`src/rtl/dwt_mul_pkg.sv`:
```
// Shared definitions for the DWT multiplier arbiter.
// Holds operand / product / id widths and the controller state encoding.
package dwt_mul_pkg;

    localparam int A_W  = 11;   // operand a width (unsigned)
    localparam int B_W  = 9;    // operand b width (unsigned)
    localparam int P_W  = 20;   // product width, holds 2047*511 without truncation
    localparam int ID_W = 3;    // requester id width (up to 8 requesters)

    typedef enum logic [1:0] {
        ST_IDLE  = 2'd0,
        ST_RUN   = 2'd1,
        ST_DRAIN = 2'd2
    } state_e;

endpackage

```
`src/rtl/dwt_rr_arb.sv`:
```
// Round-robin grant logic for the shared multiplier.
//
// Optional feature: define DWT_MUL_ARB_PRIO0_EN to give requester 0 absolute
// priority; the remaining requesters then rotate among themselves.
//
// Ports:
//   clk, rst_n : clock and (already synchronised) async active-low reset
//   en         : grants permitted this cycle
//   req        : per-requester valid
//   gnt        : one-hot (or zero) grant, combinational from req and pointer
//   gnt_idx    : binary index of the granted requester (0 when no grant)
module dwt_rr_arb
    import dwt_mul_pkg::*;
#(
    parameter int N_REQ = 4
) (
    input  logic             clk,
    input  logic             rst_n,
    input  logic             en,
    input  logic [N_REQ-1:0] req,
    output logic [N_REQ-1:0] gnt,
    output logic [ID_W-1:0]  gnt_idx
);

    localparam int PW = (N_REQ > 1) ? $clog2(N_REQ) : 1;

    logic [PW-1:0] ptr;
    logic          adv;
    int            best;

    // Distance of requester i from the pointer in search order.
    function automatic int rank_of(input int i, input int p);
        return (i >= p) ? (i - p) : (i + N_REQ - p);
    endfunction

    // Two passes: find the closest active requester, then grant exactly it.
    always_comb begin
        gnt     = '0;
        gnt_idx = '0;
        best    = N_REQ;
        for (int i = 0; i < N_REQ; i++) begin
            if (en && req[i] && (rank_of(i, int'(ptr)) < best)) begin
                best = rank_of(i, int'(ptr));
            end
        end
        for (int i = 0; i < N_REQ; i++) begin
            if (en && req[i] && (rank_of(i, int'(ptr)) == best)) begin
                gnt[i]  = 1'b1;
                gnt_idx = ID_W'(i);
            end
        end
`ifdef DWT_MUL_ARB_PRIO0_EN
        if (en && req[0]) begin
            gnt     = '0;
            gnt[0]  = 1'b1;
            gnt_idx = '0;
        end
`endif
    end

    // Priority grants to requester 0 do not disturb the rotation of the rest.
`ifdef DWT_MUL_ARB_PRIO0_EN
    assign adv = (|gnt) && !gnt[0];
`else
    assign adv = |gnt;
`endif

    always_ff @(posedge clk or negedge rst_n) begin
        if (!rst_n) begin
            ptr <= '0;
        end else if (adv) begin
            ptr <= (int'(gnt_idx) == N_REQ - 1) ? '0 : PW'(int'(gnt_idx) + 1);
        end
    end

endmodule

```
`src/rtl/dwt_mul_arbiter.sv`:
```
// Shares one 11x9 unsigned multiplier between N_REQ requesters.
//
// Optional feature macro: DWT_MUL_ARB_PRIO0_EN (requester 0 always wins).
//
// Ports:
//   ap_clk, ap_rst_n : clock, async active-low reset (deassertion synchronised)
//   run_en           : level; high permits new grants
//   req_valid        : per-requester operand valid
//   req_ready        : per-requester grant, one-hot or zero
//   req_a, req_b     : packed operands, requester i at [11i+10:11i] / [9i+8:9i]
//   rsp_valid        : product valid, PIPE_DEPTH cycles after the transfer cycle
//   rsp_id, rsp_p    : owner id and product; held while rsp_valid is low
//   idle             : controller in IDLE with the pipeline empty
//   dbg_state        : controller state (0 IDLE, 1 RUN, 2 DRAIN)
//
// Handshake: a transfer happens in a cycle where req_valid[i] and req_ready[i]
// are both high; req_ready only rises for a requester whose req_valid is high.
// There is no response back-pressure.
module dwt_mul_arbiter
    import dwt_mul_pkg::*;
#(
    parameter int N_REQ      = 4,
    parameter int PIPE_DEPTH = 2
) (
    input  logic                 ap_clk,
    input  logic                 ap_rst_n,
    input  logic                 run_en,
    input  logic [N_REQ-1:0]     req_valid,
    output logic [N_REQ-1:0]     req_ready,
    input  logic [N_REQ*A_W-1:0] req_a,
    input  logic [N_REQ*B_W-1:0] req_b,
    output logic                 rsp_valid,
    output logic [ID_W-1:0]      rsp_id,
    output logic [P_W-1:0]       rsp_p,
    output logic                 idle,
    output logic [1:0]           dbg_state
);

    localparam logic [1:0] S_IDLE  = 2'(ST_IDLE);
    localparam logic [1:0] S_RUN   = 2'(ST_RUN);
    localparam logic [1:0] S_DRAIN = 2'(ST_DRAIN);

    // Reset asserts immediately, releases two ap_clk edges later.
    logic [1:0] rst_sync;
    logic       rst_n;

    always_ff @(posedge ap_clk or negedge ap_rst_n) begin
        if (!ap_rst_n) begin
            rst_sync <= 2'b00;
        end else begin
            rst_sync <= {rst_sync[0], 1'b1};
        end
    end

    assign rst_n = rst_sync[1];

    logic [1:0]            state;
    logic [1:0]            state_nxt;
    logic                  grant_en;
    logic                  xfer;
    logic [ID_W-1:0]       gnt_idx;
    logic [A_W-1:0]        a_sel;
    logic [B_W-1:0]        b_sel;
    logic [P_W-1:0]        prod;
    logic [PIPE_DEPTH-1:0] vld;
    logic [PIPE_DEPTH-1:0] vld_shift;
    logic [P_W-1:0]        p_q  [PIPE_DEPTH];
    logic [ID_W-1:0]       id_q [PIPE_DEPTH];

    // run_en low in RUN already stops grants in the cycle it drops.
    assign grant_en = (state == S_RUN) && run_en;

    dwt_rr_arb #(
        .N_REQ (N_REQ)
    ) u_arb (
        .clk     (ap_clk),
        .rst_n   (rst_n),
        .en      (grant_en),
        .req     (req_valid),
        .gnt     (req_ready),
        .gnt_idx (gnt_idx)
    );

    assign xfer = |req_ready;

    always_comb begin
        a_sel = '0;
        b_sel = '0;
        for (int i = 0; i < N_REQ; i++) begin
            if (req_ready[i]) begin
                a_sel = req_a[i*A_W +: A_W];
                b_sel = req_b[i*B_W +: B_W];
            end
        end
    end

    assign prod = P_W'(a_sel) * P_W'(b_sel);

    // Stage valids as they will be after the coming edge.
    always_comb begin
        vld_shift    = vld << 1;
        vld_shift[0] = xfer;
    end

    always_ff @(posedge ap_clk or negedge rst_n) begin
        if (!rst_n) begin
            vld <= '0;
            for (int i = 0; i < PIPE_DEPTH; i++) begin
                p_q[i]  <= '0;
                id_q[i] <= '0;
            end
        end else begin
            vld <= vld_shift;
            // Data registers load only with valid data so the last stage
            // holds the previous product while rsp_valid is low.
            if (xfer) begin
                p_q[0]  <= prod;
                id_q[0] <= gnt_idx;
            end
            for (int i = 1; i < PIPE_DEPTH; i++) begin
                if (vld[i-1]) begin
                    p_q[i]  <= p_q[i-1];
                    id_q[i] <= id_q[i-1];
                end
            end
        end
    end

    assign rsp_valid = vld[PIPE_DEPTH-1];
    assign rsp_p     = p_q[PIPE_DEPTH-1];
    assign rsp_id    = id_q[PIPE_DEPTH-1];

    // DRAIN leaves as soon as the last product is on the output, so idle
    // rises in the cycle right after the final rsp_valid.
    always_comb begin
        state_nxt = state;
        case (state)
            S_IDLE:  if (run_en) state_nxt = S_RUN;
            S_RUN:   if (!run_en) state_nxt = S_DRAIN;
            S_DRAIN: begin
                if (run_en) begin
                    state_nxt = S_RUN;
                end else if (vld_shift == '0) begin
                    state_nxt = S_IDLE;
                end
            end
            default: state_nxt = S_IDLE;
        endcase
    end

    always_ff @(posedge ap_clk or negedge rst_n) begin
        if (!rst_n) begin
            state <= S_IDLE;
        end else begin
            state <= state_nxt;
        end
    end

    assign idle      = (state == S_IDLE) && (vld == '0);
    assign dbg_state = state;

endmodule

```
`config.mk`:
```
export PLATFORM = sky130hd
export DESIGN_NAME = dwt_mul_arbiter
export DESIGN_NICKNAME = d
export VERILOG_FILES = /design/src/rtl/dwt_mul_pkg.sv /design/src/rtl/dwt_rr_arb.sv /design/src/rtl/dwt_mul_arbiter.sv
export SDC_FILE = /design/constraint.sdc
export NUM_CORES = 1
export LEC_CHECK = 0
export ABC_AREA = 1
export BUFFER_PORTS_ARGS = -buffer_cell sky130_fd_sc_hd__buf_4
export CAP_MARGIN = 5
export CORE_MARGIN = 8
export CORE_UTILIZATION = 59
export CTS_CLUSTER_DIAMETER = 50
export CTS_CLUSTER_SIZE = 28
export DETAILED_ROUTE_END_ITERATION = 16
export PLACE_DENSITY = 0.82
export RECOVER_POWER = 25
export REMOVE_ABC_BUFFERS = 1
export SYNTH_ARGS = -nofsm -noshare
export SYNTH_HDL_FRONTEND = slang
export SYNTH_SLANG_ARGS = --single-unit
export TNS_END_PERCENT = 20
```
`constraint.sdc`:
```
create_clock -name ap_clk -period 4.79 [get_ports ap_clk]
set_input_delay 0.2395 -clock ap_clk [delete_from_list [all_inputs] [get_ports ap_clk]]
set_output_delay 0.2395 -clock ap_clk [all_outputs]
set_load 0.005 [all_outputs]
```
==> impl_summary.md <==
STA
Setup repair after global routing could not meet its margin everywhere. The tightest hold path in the finished design has a slack of 0.167 ns. In this run the tightest slew margin relative to its limit is -91.0%. The max-slew violation count is around 50.

Derived from the worst setup path, the maximum achievable clock frequency is 0.108 GHz. The final critical path time including I/O delays and setup is ~9.3 ns. The number of hold violations in the final report is 0. Setup violations remaining at the end of the flow were counted as 23.

The setup slack of the critical path after layout is -4.50 ns. The final critical-path share of the clock period is 194%. For the final routed database, the setup TNS stands at -61.40 ns. The setup clock skew after layout is approximately 0.015 ns.

The slew at the pin closest to its max-slew limit is 2.86 ns.

Clock tree
The insertion delay to the later sink of the worst-skew pair is between 0.3 and 0.4 ns. The H-tree depth is 2. CTS saw 52 sinks.

The clock passes through at most 2 buffers. The buffer type at the clock tree root is sky130_fd_sc_hd__clkbuf_16. After clock tree synthesis, the clock-pin slew on the worst setup and hold paths is approximately 0.090 ns.

The TritonCTS buffer count is 5. TritonCTS built the clock tree.

Synthesis
In this run the cell area of the synthesized design comes to between 6000 and 7000 sq um. The portion of synthesized cell area occupied by the leading cell type is between 10% and 20%. Sorting the synthesized cells by area gives the leading types as sky130_fd_sc_hd__dfrtp_1 (19%), sky130_fd_sc_hd__fa_1 (19%), sky130_fd_sc_hd__nand2_1 (13%).

The fraction of the mapped netlist area in adder cells is roughly 28%. The compound-gate portion of the synthesized area is about 4%. The Yosys warning count is 0. The area share of and/or/nand/nor cells after synthesis is between 20% and 30%.

Sorting the synthesized cells by how often they occur yields sky130_fd_sc_hd__nand2_1 (234), sky130_fd_sc_hd__inv_1 (206), sky130_fd_sc_hd__fa_1 (64). The dominant cell by count in the synthesized netlist is sky130_fd_sc_hd__nand2_1. After synthesis, flip-flops and latches occupy approximately a fifth of the total area.

The commonest register cell after synthesis is sky130_fd_sc_hd__dfrtp_1. The proportion of register bits with asynchronous set or reset after synthesis is between 90% and 100%. The area share of xor/xnor cells in the synthesized design is about 1.7%. Synthesis produced about 900 cells. The mux contribution to synthesized area is 3.60%. By area, the combinational part of the netlist is dominated by adder cells. The cell type contributing the most total cell area after synthesis is sky130_fd_sc_hd__dfrtp_1. The unique cell type count in the Yosys netlist is 35. Dividing the synthesized area by the synthesized cell count gives about 7.7 sq um. After synthesis the netlist holds a flip-flop and latch count of 52.

The synthesized design contains 0 enable-type register cells.

Layout
The number of inserted diodes is 0. The net count reported at finish is 1361. The total of fill cells in the finished design is around 470.

Cells fill 88.4% of the core in the end. The area of the multi-input gates is 5010 sq um. The area growth from synthesis to layout is 46.7%. In the final layout, the share of cells above drive strength 1 is a little under half. The footprint of the flip-flops and latches is between 1000 and 1500 sq um.

Route
The routed design has between 30 and 40 mm of wire. The number of remaining DRC errors is 0. The first TritonRoute pass finished after 11 iterations. The number of DRC markers in iteration 0 is 1266. After detailed routing, the average wire length per cell comes to approximately 27 microns. The detailed-route vias per instance is ~6.4. The detail route stage leaves a number of antenna-violating nets equal to 0.

The total vias in the final route is 8305.

Worst setup path
The worst path required time is about 5.0 ns. The largest fanout on the critical path is 6. Counting cells, the worst reg-to-reg path comes to 60. The cell that appears most often on the critical path is sky130_fd_sc_hd__nand2_1. The number of buffers and inverters on the critical path is 14. The critical path start-end classification is flip-flop to flip-flop. The critical path arrival is 9.53 ns. The sort of element at the end of the critical path is a flip-flop. The kind of cell adding the most delay to the critical path is adder cells. The worst setup path is launched from a flip-flop. The total number of cells along the worst setup path is 60. The cell type of the slowest stage on the worst timing path is sky130_fd_sc_hd__fa_1. The largest stage delay on the critical path is 0.72 ns.

Die
The floorplan die area is roughly 15000 sq um. Measured along the y axis, the die boundary spans approximately 120 microns. From left edge to right edge, the die measures between 100 and 150 microns. The initial core utilization is around 60%.

The placeable core region is ~11000 sq um. The boundary pin count is 118. The count of standard-cell rows is 39.

Power
The leakage dissipation is approximately 5.8 nW. The power density of the placed cells is 268 nW/um^2. The share of total power dissipated in sequential elements is 21.5%. The clock network is responsible for 16.7% of the overall power. The maximum resistive drop on vdd is 0.241 mV. The overall power after layout is 0.00271 W. Net switching is 45.1% of the power. The internal power contribution is approximately 0.0015 W.

The combinational share of power is around three fifths. For this design the total switching power over the nets is between 0.001 and 0.0015 W.

Worst hold path
The min-delay analysis places its worst path in the category primary input to flip-flop. The cell count of the worst hold path is 3.

Outcome
The checks that failed: capacitance limit, slew limit, setup timing. The flow ran to the end, but the final reports show violations.

Placement
The HPWL after detailed placement is ~14 mm. At the end of routability-driven placement, the weighted congestion stood at around 0.95. In this run the tool buffered the top-level ports with 116 buffer cells.

GRT
The pin count of the biggest net entering global routing is between 50 and 60. The number of antenna violations at the first check in global routing came to 0. The wire length of the first global-routing pass is 44.3 mm. For this run the aggregate overflow at the end of global routing stands at 0.

The total global-route track usage is between 30% and 40%. The via count of the first global-routing pass is around 8300.

Flow run
The total of max-cap violations is 1.
final timing paths:
kind	from	to	slack [ns]
setup / recovery	u_arb.ptr[0]	p_q[39]	-4.50
setup reg to reg	u_arb.ptr[0]	p_q[39]	-4.50
hold reg to reg	rst_sync[0]	rst_sync[1]	0.36
min in group asynchronous	ap_rst_n	rst_sync[0]	0.23
hold / removal	run_en	dbg_state[0]	0.17
max in group asynchronous	rst_sync[1]	u_arb.ptr[0]	1.69
registers in the layout, indices dropped and copies added, names as in the netlist:
register / count
rsp_id: 2
u_arb.ptr: 2
vld: 2
id_q: 2
dbg_state: 2
p_q: 20
rst_sync: 2
rsp_p: 20
cells by family after synthesis:
kind of cell	count (synthesis)
simple gates	375
buf+inv	269
xor+xnor	13
compound gates	50
other cells	2
fa+ha+maj	113
flops	52
mux	22
worst min-delay path: stages:
cell	delay, ns
sky130_fd_sc_hd__buf_4	0.12
sky130_fd_sc_hd__inv_1	0.06
sky130_fd_sc_hd__nor2_1	0.05
per-layer routing:
metal	vias up	track usage [%]	share of wire (%)	routed length, microns
met5	-	0.658	0.11	37
met4	2	26.4	12	4200
met3	420	13.6	17	5930
met2	998	61.6	42	14600
met1	3720	41.9	30	10400
li1	3165	-	-	-
layout by cell type, fill, tap and decap left out, drive strengths merged:
cell type / netlist / final
buf: 46 / 301
nor4: 1 / 1
clkbuf: 5 / 10
ha: 49 / 49
conb: 2 / 2
nand3b: 23 / 23
o31ai: 1 / 1
xor2: 8 / 8
a31oi: 2 / 2
o21ai: 24 / 24
dfrtp: 52 / 52
nor2: 13 / 13
nand2: 283 / 283
a21oi: 18 / 18
xnor2: 5 / 5
inv: 218 / 221
nor3: 1 / 1
o21a: 1 / 1
dlygate4sd3: 0 / 1
mux2: 22 / 22
bufinv: 0 / 1
clkinvlp: 0 / 1
fa: 64 / 64
o21bai: 4 / 4
nand4: 3 / 3
nand3: 51 / 51
area by class of cell:
class | count | area share (%)
timing repair buffer | 307 | 25.4
tap | 143 | 1.77
inverter | 218 | 8.36
clock buffer | 5 | 1.24
multi-input combinational | 575 | 49.7
clock inverter | 3 | 0.459
sequential | 52 | 12.9
timing repair inverter | 2 | 0.174
power groups by stage:
stage / logic [W] / clock network, W / registers (W)
after floorplan: 0.000501 / 0 / 0.000572
after global placement: 0.00102 / 0 / 0.000565
after detailed placement: 0.00104 / 0 / 0.000568
after CTS: 0.00129 / 0.000429 / 0.000562
after global routing: 0.00170 / 0.000473 / 0.000586
final: 0.00167 / 0.000451 / 0.000582
metrics by stage:
stage               instance area [sq um]  instances  setup slack (ns)
finish                              10100       1305             -4.50
floorplan                            6520        845             -3.74
CTS                                  9710       1287             -3.14
global route                        10100       1305             -4.62
global placement                     8500       1219             -3.38
detailed placement                   8500       1219             -3.62
what timing repair did:
action | CTS | global route
endpoints found under the hold margin | 2 | 0
gates resized for setup | 136 | 69
hold buffers | 1 | 0
cloned | 5 | 2
pin swaps | 126 | 72
setup endpoints to repair | 19 | 27
buffers inserted | 55 | 19
(Power assumes the default switching activity.)
